--- config.mk ---
export PLATFORM = sky130hd
export DESIGN_NAME = mem_req_adapter
export DESIGN_NICKNAME = d
export VERILOG_FILES = /design/src/rtl/mem_adapter_pkg.sv /design/src/rtl/mem_req_fifo.sv /design/src/rtl/mem_req_adapter.sv
export SDC_FILE = /design/constraint.sdc
export NUM_CORES = 1
export LEC_CHECK = 0
export CORE_ASPECT_RATIO = 0.75
export CORE_UTILIZATION = 55
export CTS_CLUSTER_SIZE = 14
export DETAILED_ROUTE_END_ITERATION = 8
export GPL_TIMING_DRIVEN = 0
export PLACE_DENSITY = 0.85
export SLEW_MARGIN = 20
export SYNTH_ARGS = -nofsm -noshare
export SYNTH_HDL_FRONTEND = slang
export SYNTH_SLANG_ARGS = --single-unit
export TNS_END_PERCENT = 30
--- constraint.sdc ---
create_clock -name clk -period 9.2 [get_ports clk]
set_input_delay 0.92 -clock clk [delete_from_list [all_inputs] [get_ports clk]]
set_output_delay 0.92 -clock clk [all_outputs]
set_load 0.02 [all_outputs]
--- src/rtl/mem_adapter_pkg.sv ---
// Shared types for the core-to-storage-controller request adapter.
package mem_adapter_pkg;

  localparam logic [31:0] SRAM_LIMIT_DEF = 32'h0000_0FFF;

  typedef enum logic [1:0] {
    IDLE,
    ISSUE,
    WAIT,
    RESP
  } adapter_state_e;

  typedef struct packed {
    logic [31:0] addr;
    logic        we;
    logic [3:0]  be;
    logic [31:0] wdata;
  } mem_req_t;

endpackage

--- src/rtl/mem_req_fifo.sv ---
// Synchronous request FIFO with full/empty flags; depth must be a power of two.
module mem_req_fifo
  import mem_adapter_pkg::*;
#(
  parameter int unsigned Depth = 2
) (
  input  logic     clk,
  input  logic     rst,
  input  logic     push_i,
  input  mem_req_t wdata_i,
  input  logic     pop_i,
  output mem_req_t rdata_o,
  output logic     full_o,
  output logic     empty_o
);

  localparam int unsigned AW = $clog2(Depth);

  // Pointers carry one extra wrap bit to tell full from empty.
  logic [AW:0] wptr_q, rptr_q;
  mem_req_t    mem_q [Depth];

  assign full_o  = (wptr_q[AW] != rptr_q[AW]) && (wptr_q[AW-1:0] == rptr_q[AW-1:0]);
  assign empty_o = (wptr_q == rptr_q);
  assign rdata_o = mem_q[rptr_q[AW-1:0]];

  always_ff @(posedge clk or negedge rst) begin
    if (!rst) begin
      wptr_q <= '0;
      rptr_q <= '0;
    end else begin
      if (push_i && !full_o) wptr_q <= wptr_q + 1'b1;
      if (pop_i && !empty_o) rptr_q <= rptr_q + 1'b1;
    end
  end

  always_ff @(posedge clk) begin
    if (push_i && !full_o) mem_q[wptr_q[AW-1:0]] <= wdata_i;
  end

endmodule

--- src/rtl/mem_req_adapter.sv ---
// Buffers core req/gnt requests and serialises them onto the single-outstanding
// storage controller interface, returning in-order responses with timeout and range checks.
module mem_req_adapter
  import mem_adapter_pkg::*;
#(
  parameter int unsigned MEM_W       = 32,
  parameter int unsigned REQ_DEPTH   = 2,
  parameter logic [31:0] SRAM_LIMIT  = SRAM_LIMIT_DEF,
  parameter int unsigned TIMEOUT_CYC = 4096
) (
  input  logic               clk,
  input  logic               rst,
  input  logic               mem_req_i,
  output logic               mem_gnt_o,
  input  logic [31:0]        mem_addr_i,
  input  logic               mem_we_i,
  input  logic [MEM_W/8-1:0] mem_be_i,
  input  logic [MEM_W-1:0]   mem_wdata_i,
  output logic               mem_rvalid_o,
  output logic [MEM_W-1:0]   mem_rdata_o,
  output logic               mem_err_o,
  output logic               sc_memory_access_o,
  output logic               sc_is_writing_o,
  output logic [31:0]        sc_addr_o,
  output logic [31:0]        sc_d_in_o,
  output logic [3:0]         sc_be_o,
  input  logic [31:0]        sc_d_out_i,
  input  logic               sc_out_valid_i,
  output logic               busy_o
);

  localparam int unsigned CntW = $clog2(TIMEOUT_CYC + 1);
  localparam logic [CntW-1:0] CntLast = CntW'(TIMEOUT_CYC - 1);

  adapter_state_e  state_q, state_d;
  mem_req_t        hold_q, hold_d;
  logic [31:0]     rdata_q, rdata_d;
  logic            err_q, err_d;
  logic [CntW-1:0] cnt_q, cnt_d;

  mem_req_t fifo_wdata, fifo_rdata;
  logic     fifo_push, fifo_pop, fifo_full, fifo_empty;

  // Grant is held low while in reset even though the FIFO is empty then.
  assign mem_gnt_o = rst && !fifo_full;
  assign fifo_push = mem_req_i && mem_gnt_o;

  assign fifo_wdata.addr  = mem_addr_i;
  assign fifo_wdata.we    = mem_we_i;
  assign fifo_wdata.be    = mem_be_i[3:0];
  assign fifo_wdata.wdata = mem_wdata_i;

  mem_req_fifo #(
    .Depth (REQ_DEPTH)
  ) u_fifo (
    .clk     (clk),
    .rst     (rst),
    .push_i  (fifo_push),
    .wdata_i (fifo_wdata),
    .pop_i   (fifo_pop),
    .rdata_o (fifo_rdata),
    .full_o  (fifo_full),
    .empty_o (fifo_empty)
  );

  always_comb begin
    state_d  = state_q;
    hold_d   = hold_q;
    rdata_d  = rdata_q;
    err_d    = err_q;
    cnt_d    = cnt_q;
    fifo_pop = 1'b0;
    unique case (state_q)
      IDLE: begin
        if (!fifo_empty) begin
          fifo_pop = 1'b1;
          hold_d   = fifo_rdata;
          rdata_d  = '0;
          err_d    = 1'b0;
          cnt_d    = '0;
          if (fifo_rdata.we && (fifo_rdata.addr >= SRAM_LIMIT)) begin
            err_d   = 1'b1;
            state_d = RESP;
          end else begin
            state_d = ISSUE;
          end
        end
      end
      ISSUE: begin
        cnt_d   = '0;
        state_d = WAIT;
      end
      WAIT: begin
        // A completion on the last counted cycle still wins over the timeout.
        if (sc_out_valid_i) begin
          rdata_d = hold_q.we ? '0 : sc_d_out_i;
          err_d   = 1'b0;
          state_d = RESP;
        end else if (cnt_q == CntLast) begin
          rdata_d = '0;
          err_d   = 1'b1;
          state_d = RESP;
        end else begin
          cnt_d = cnt_q + 1'b1;
        end
      end
      RESP: begin
        cnt_d   = '0;
        state_d = IDLE;
      end
      default: state_d = IDLE;
    endcase
  end

  always_ff @(posedge clk or negedge rst) begin
    if (!rst) begin
      state_q <= IDLE;
      hold_q  <= '0;
      rdata_q <= '0;
      err_q   <= 1'b0;
      cnt_q   <= '0;
    end else begin
      state_q <= state_d;
      hold_q  <= hold_d;
      rdata_q <= rdata_d;
      err_q   <= err_d;
      cnt_q   <= cnt_d;
    end
  end

  assign sc_memory_access_o = (state_q == ISSUE);
  assign sc_is_writing_o    = hold_q.we;
  assign sc_addr_o          = hold_q.addr;
  assign sc_d_in_o          = hold_q.wdata;
  assign sc_be_o            = hold_q.be;

  assign mem_rvalid_o = (state_q == RESP);
  assign mem_rdata_o  = (state_q == RESP) ? rdata_q : '0;
  assign mem_err_o    = (state_q == RESP) && err_q;

  assign busy_o = !fifo_empty || (state_q != IDLE);

endmodule

==> results.cfg <==
[run_status]
outcome = finished clean

[drt]
wl_per_cell_um = 18.56
ant_nets = 0
via_per_inst = 5.507
vias = 7038
dr.pass1.iters = 5
drt-initial-drc-count = 551
drt-total-wl_um = 23720
drc_errors = 0

[pwr]
ir_worst_vdd_v = 0.0001933
power.leakage_nw = 5.312
cellPowerDensity_nw_per_um2 = 329.4

[global_routing]
track_usage_pct = 25.52
grt_pass1_wl_um = 37770
grt_overflow_total = 0
antenna_found_initial = 3
grt_start_max_net_pins = 68
grt_pass1_vias = 7119

[finish]
syn_to_final_growth_pct = 33.53
design_area_um2 = 13600
drive_gt1_share_pct = 6.087
nets = 1127
fillCellCount = 1169

[clocking]
clock-root-buffer = clkbuf_16
cts_tree = built
cts-resized-gates = 0
clock_path_buffers = 3
clk_pin_slew_worst_paths_ps = 60
cts_max_level = 1
clk_latency_ps = 520
cts_num_sinks = 259
post-cts-setup-buffers = 0
holdBufCountCts = 0
cts-buffers-inserted = 25

[sta]
clock_skew_ps = 8.681
tightest_slew_ps = 890.9
fin_crit_ps = 3711
grt_setup_unrepaired = no
finalMaxSlewViolations = 0
worst_slack_ps = 5489
setup_viol = 0
slew_headroom_pct = 39.83
max_freq_mhz = 269.4
hold_viol_final = 0
fin_crit_sh_pct = 40.34

[placement]
hpwl_um = 16460
io_buffers = 210
routabilityCongestion = 0.8681
pre_cts_ws_ps = 5800
place_area_um2 = 12740

[floorplanning]
io_pins = 211
rows = 42
die_area_um2 = 19070
die_h_um = 119.8
core_area_um2 = 17870
initial_core_util_pct = 57.00
die_w_um = 159.1

[synthesis]
synth_fa_ha_area_share_pct = 0.7372
synth_compound_area_share_pct = 8.183
synth-edff-count = 138
postSynthCellCount = 774
syn_nets = 885
yosysMostFrequentCell = nand2_1
synth.yosys.warnings = 0
synth_area_leader_cell = edfxtp_1
synth_top_area_share_pct = 40.69
async_flop_share_pct = 46.72
yosys.area_share.simple_pct = 11.33
ys_seq_area_share_pct = 70.43
synth-main-ff-cell = edfxtp_1
syn_avg_cell_area_um2 = 13.16
synth_top_family_by_area = simple AND/OR/NAND/NOR gates
syn_area_um2 = 10180
synth_cell_types = 46
synthTopCellsByCount = nand2_1 (149), edfxtp_1 (138), dfrtp_1 (121), o21ai_0 (78), mux2i_1 (66)
synthMuxAreaShare_pct = 6.598
netlist_top_cells_area = edfxtp_1 (41%), dfrtp_1 (30%), mux2i_1 (6.5%)
synth-xor-area-share_pct = 0.5160
synth_seq_cells = 259

[setup_path]
crit_cells = 6
cp_slowest_cell = clkdlybuf4s50_1
cp.required_ps = 8280
crit_type = register to primary output
cp.arrival_ps = 2790
crit_chain = buf_2 -> xnor2_1 -> and3_1 -> clkbuf_1 -> inv_1 -> clkdlybuf4s50_1
end_kind = primary output
slowest_delay_ps = 600
crit_family = buffers and inverters
rr_worst_depth = 8
cp_num_buf_inv = 4
critPathMaxFanout = 10
worstSetupStartpointType = register

[job]
max_cap_viol_count = 0

[min_path]
hold_path.class = primary input to asynchronous set/reset pin
[cells in the final DEF (no fill, tap or decap), drive strengths merged, types with 2 or more instances in the layout]
cell	count
a21boi	2
a21oi	7
a22o	7
and2	34
and3	6
buf	17
bufinv	5
clkbuf	64
clkdlybuf4s50	209
clkinv	5
clkinvlp	2
dfrtp	121
edfxtp	138
ha	6
inv	8
mux2i	66
nand2	149
nand3	11
nand4	7
nand4b	2
nor2	6
nor2b	5
nor3	5
nor4	9
o211ai	3
o21ai	110
o31ai	4
or4	6
xnor2	5
[final timing paths]
path	startpoint	endpoint	slack, ps
max	u_fifo.rptr_q[0]	busy_o	5490
min	rst	cnt_q[8]	330
max reg2reg	u_fifo.rptr_q[0]	u_fifo.mem_q[0][25]	6550
min reg2reg	rdata_q[24]	rdata_q[24]	480
max in group asynchronous	rst	sc_d_in_o[13]	8200
min in group clk	rdata_q[24]	rdata_q[24]	480
[stage by stage]
step	std cells	hold slack [ps]	util (%)	TNS (ps)	power (mW)
after floorplan	774	443.6	-	0	2.690
after global placement	1226	454.2	70.46	-135780	3.350
after detailed placement	1231	460.3	71.28	0	3.430
after CTS	1277	361.6	76.09	0	4.504
after global routing	1278	375.6	76.11	0	4.732
final	1278	331.0	76.11	0	4.479
[logic make-up after synthesis]
| kind of cell | after synthesis |
|---|---|
| and+or+nand+nor | 244 |
| DFF | 259 |
| AOI/OAI and AO/OA | 143 |
| adders and majority gates | 6 |
| muxes | 67 |
| xor gates and xnor gates | 6 |
| buffers and inverters | 49 |
[registers in the layout (all words and copies together), names as in the netlist]
name and flops:
state_q 2, err_q 1, sc_is_writing_o 1, rdata_q 32, sc_be_o 4, u_fifo.mem_q 138
sc_d_in_o 32, u_fifo.rptr_q 2, cnt_q 13, u_fifo.wptr_q 2, sc_addr_o 32
[area by class of cell]
cell class	instances	area, um^2	area share, %
Multi-Input combinational cell	466	2799	20.58
Clock buffer	33	665.6	4.895
Timing Repair Buffer	215	2237	16.45
Antenna cell	1	2.502	0.01840
Sequential cell	259	7172	52.74
Inverter	7	26.28	0.1932
Tap cell	242	302.8	2.227
Clock inverter	13	193.9	1.426
Buffer	42	198.9	1.463
[routing by layer]
layer	up-vias	share of wire (%)	global-route usage [%]
li1	3279	-	-
met1	3442	43	35.62
met2	263	48	41.23
met3	52	6.9	4.701
met4	2	2.5	7.873
met5	-	0.055	0
[worst register-to-register path, stage by stage (launching register included)]
cell	delay, ps
dfrtp_1	350
buf_2	200
xnor2_1	190
a21boi_0	330
nand2_1	180
nor2_4	470
buf_16	250
buf_16	190
buf_16	170
[where the power goes]
part	internal, mW	total (mW)	switching (mW)
registers	1.57	1.73	0.169
logic	0.686	1.68	0.991
clock network	0.650	1.07	0.418
Power figures use the tool's default switching activity.
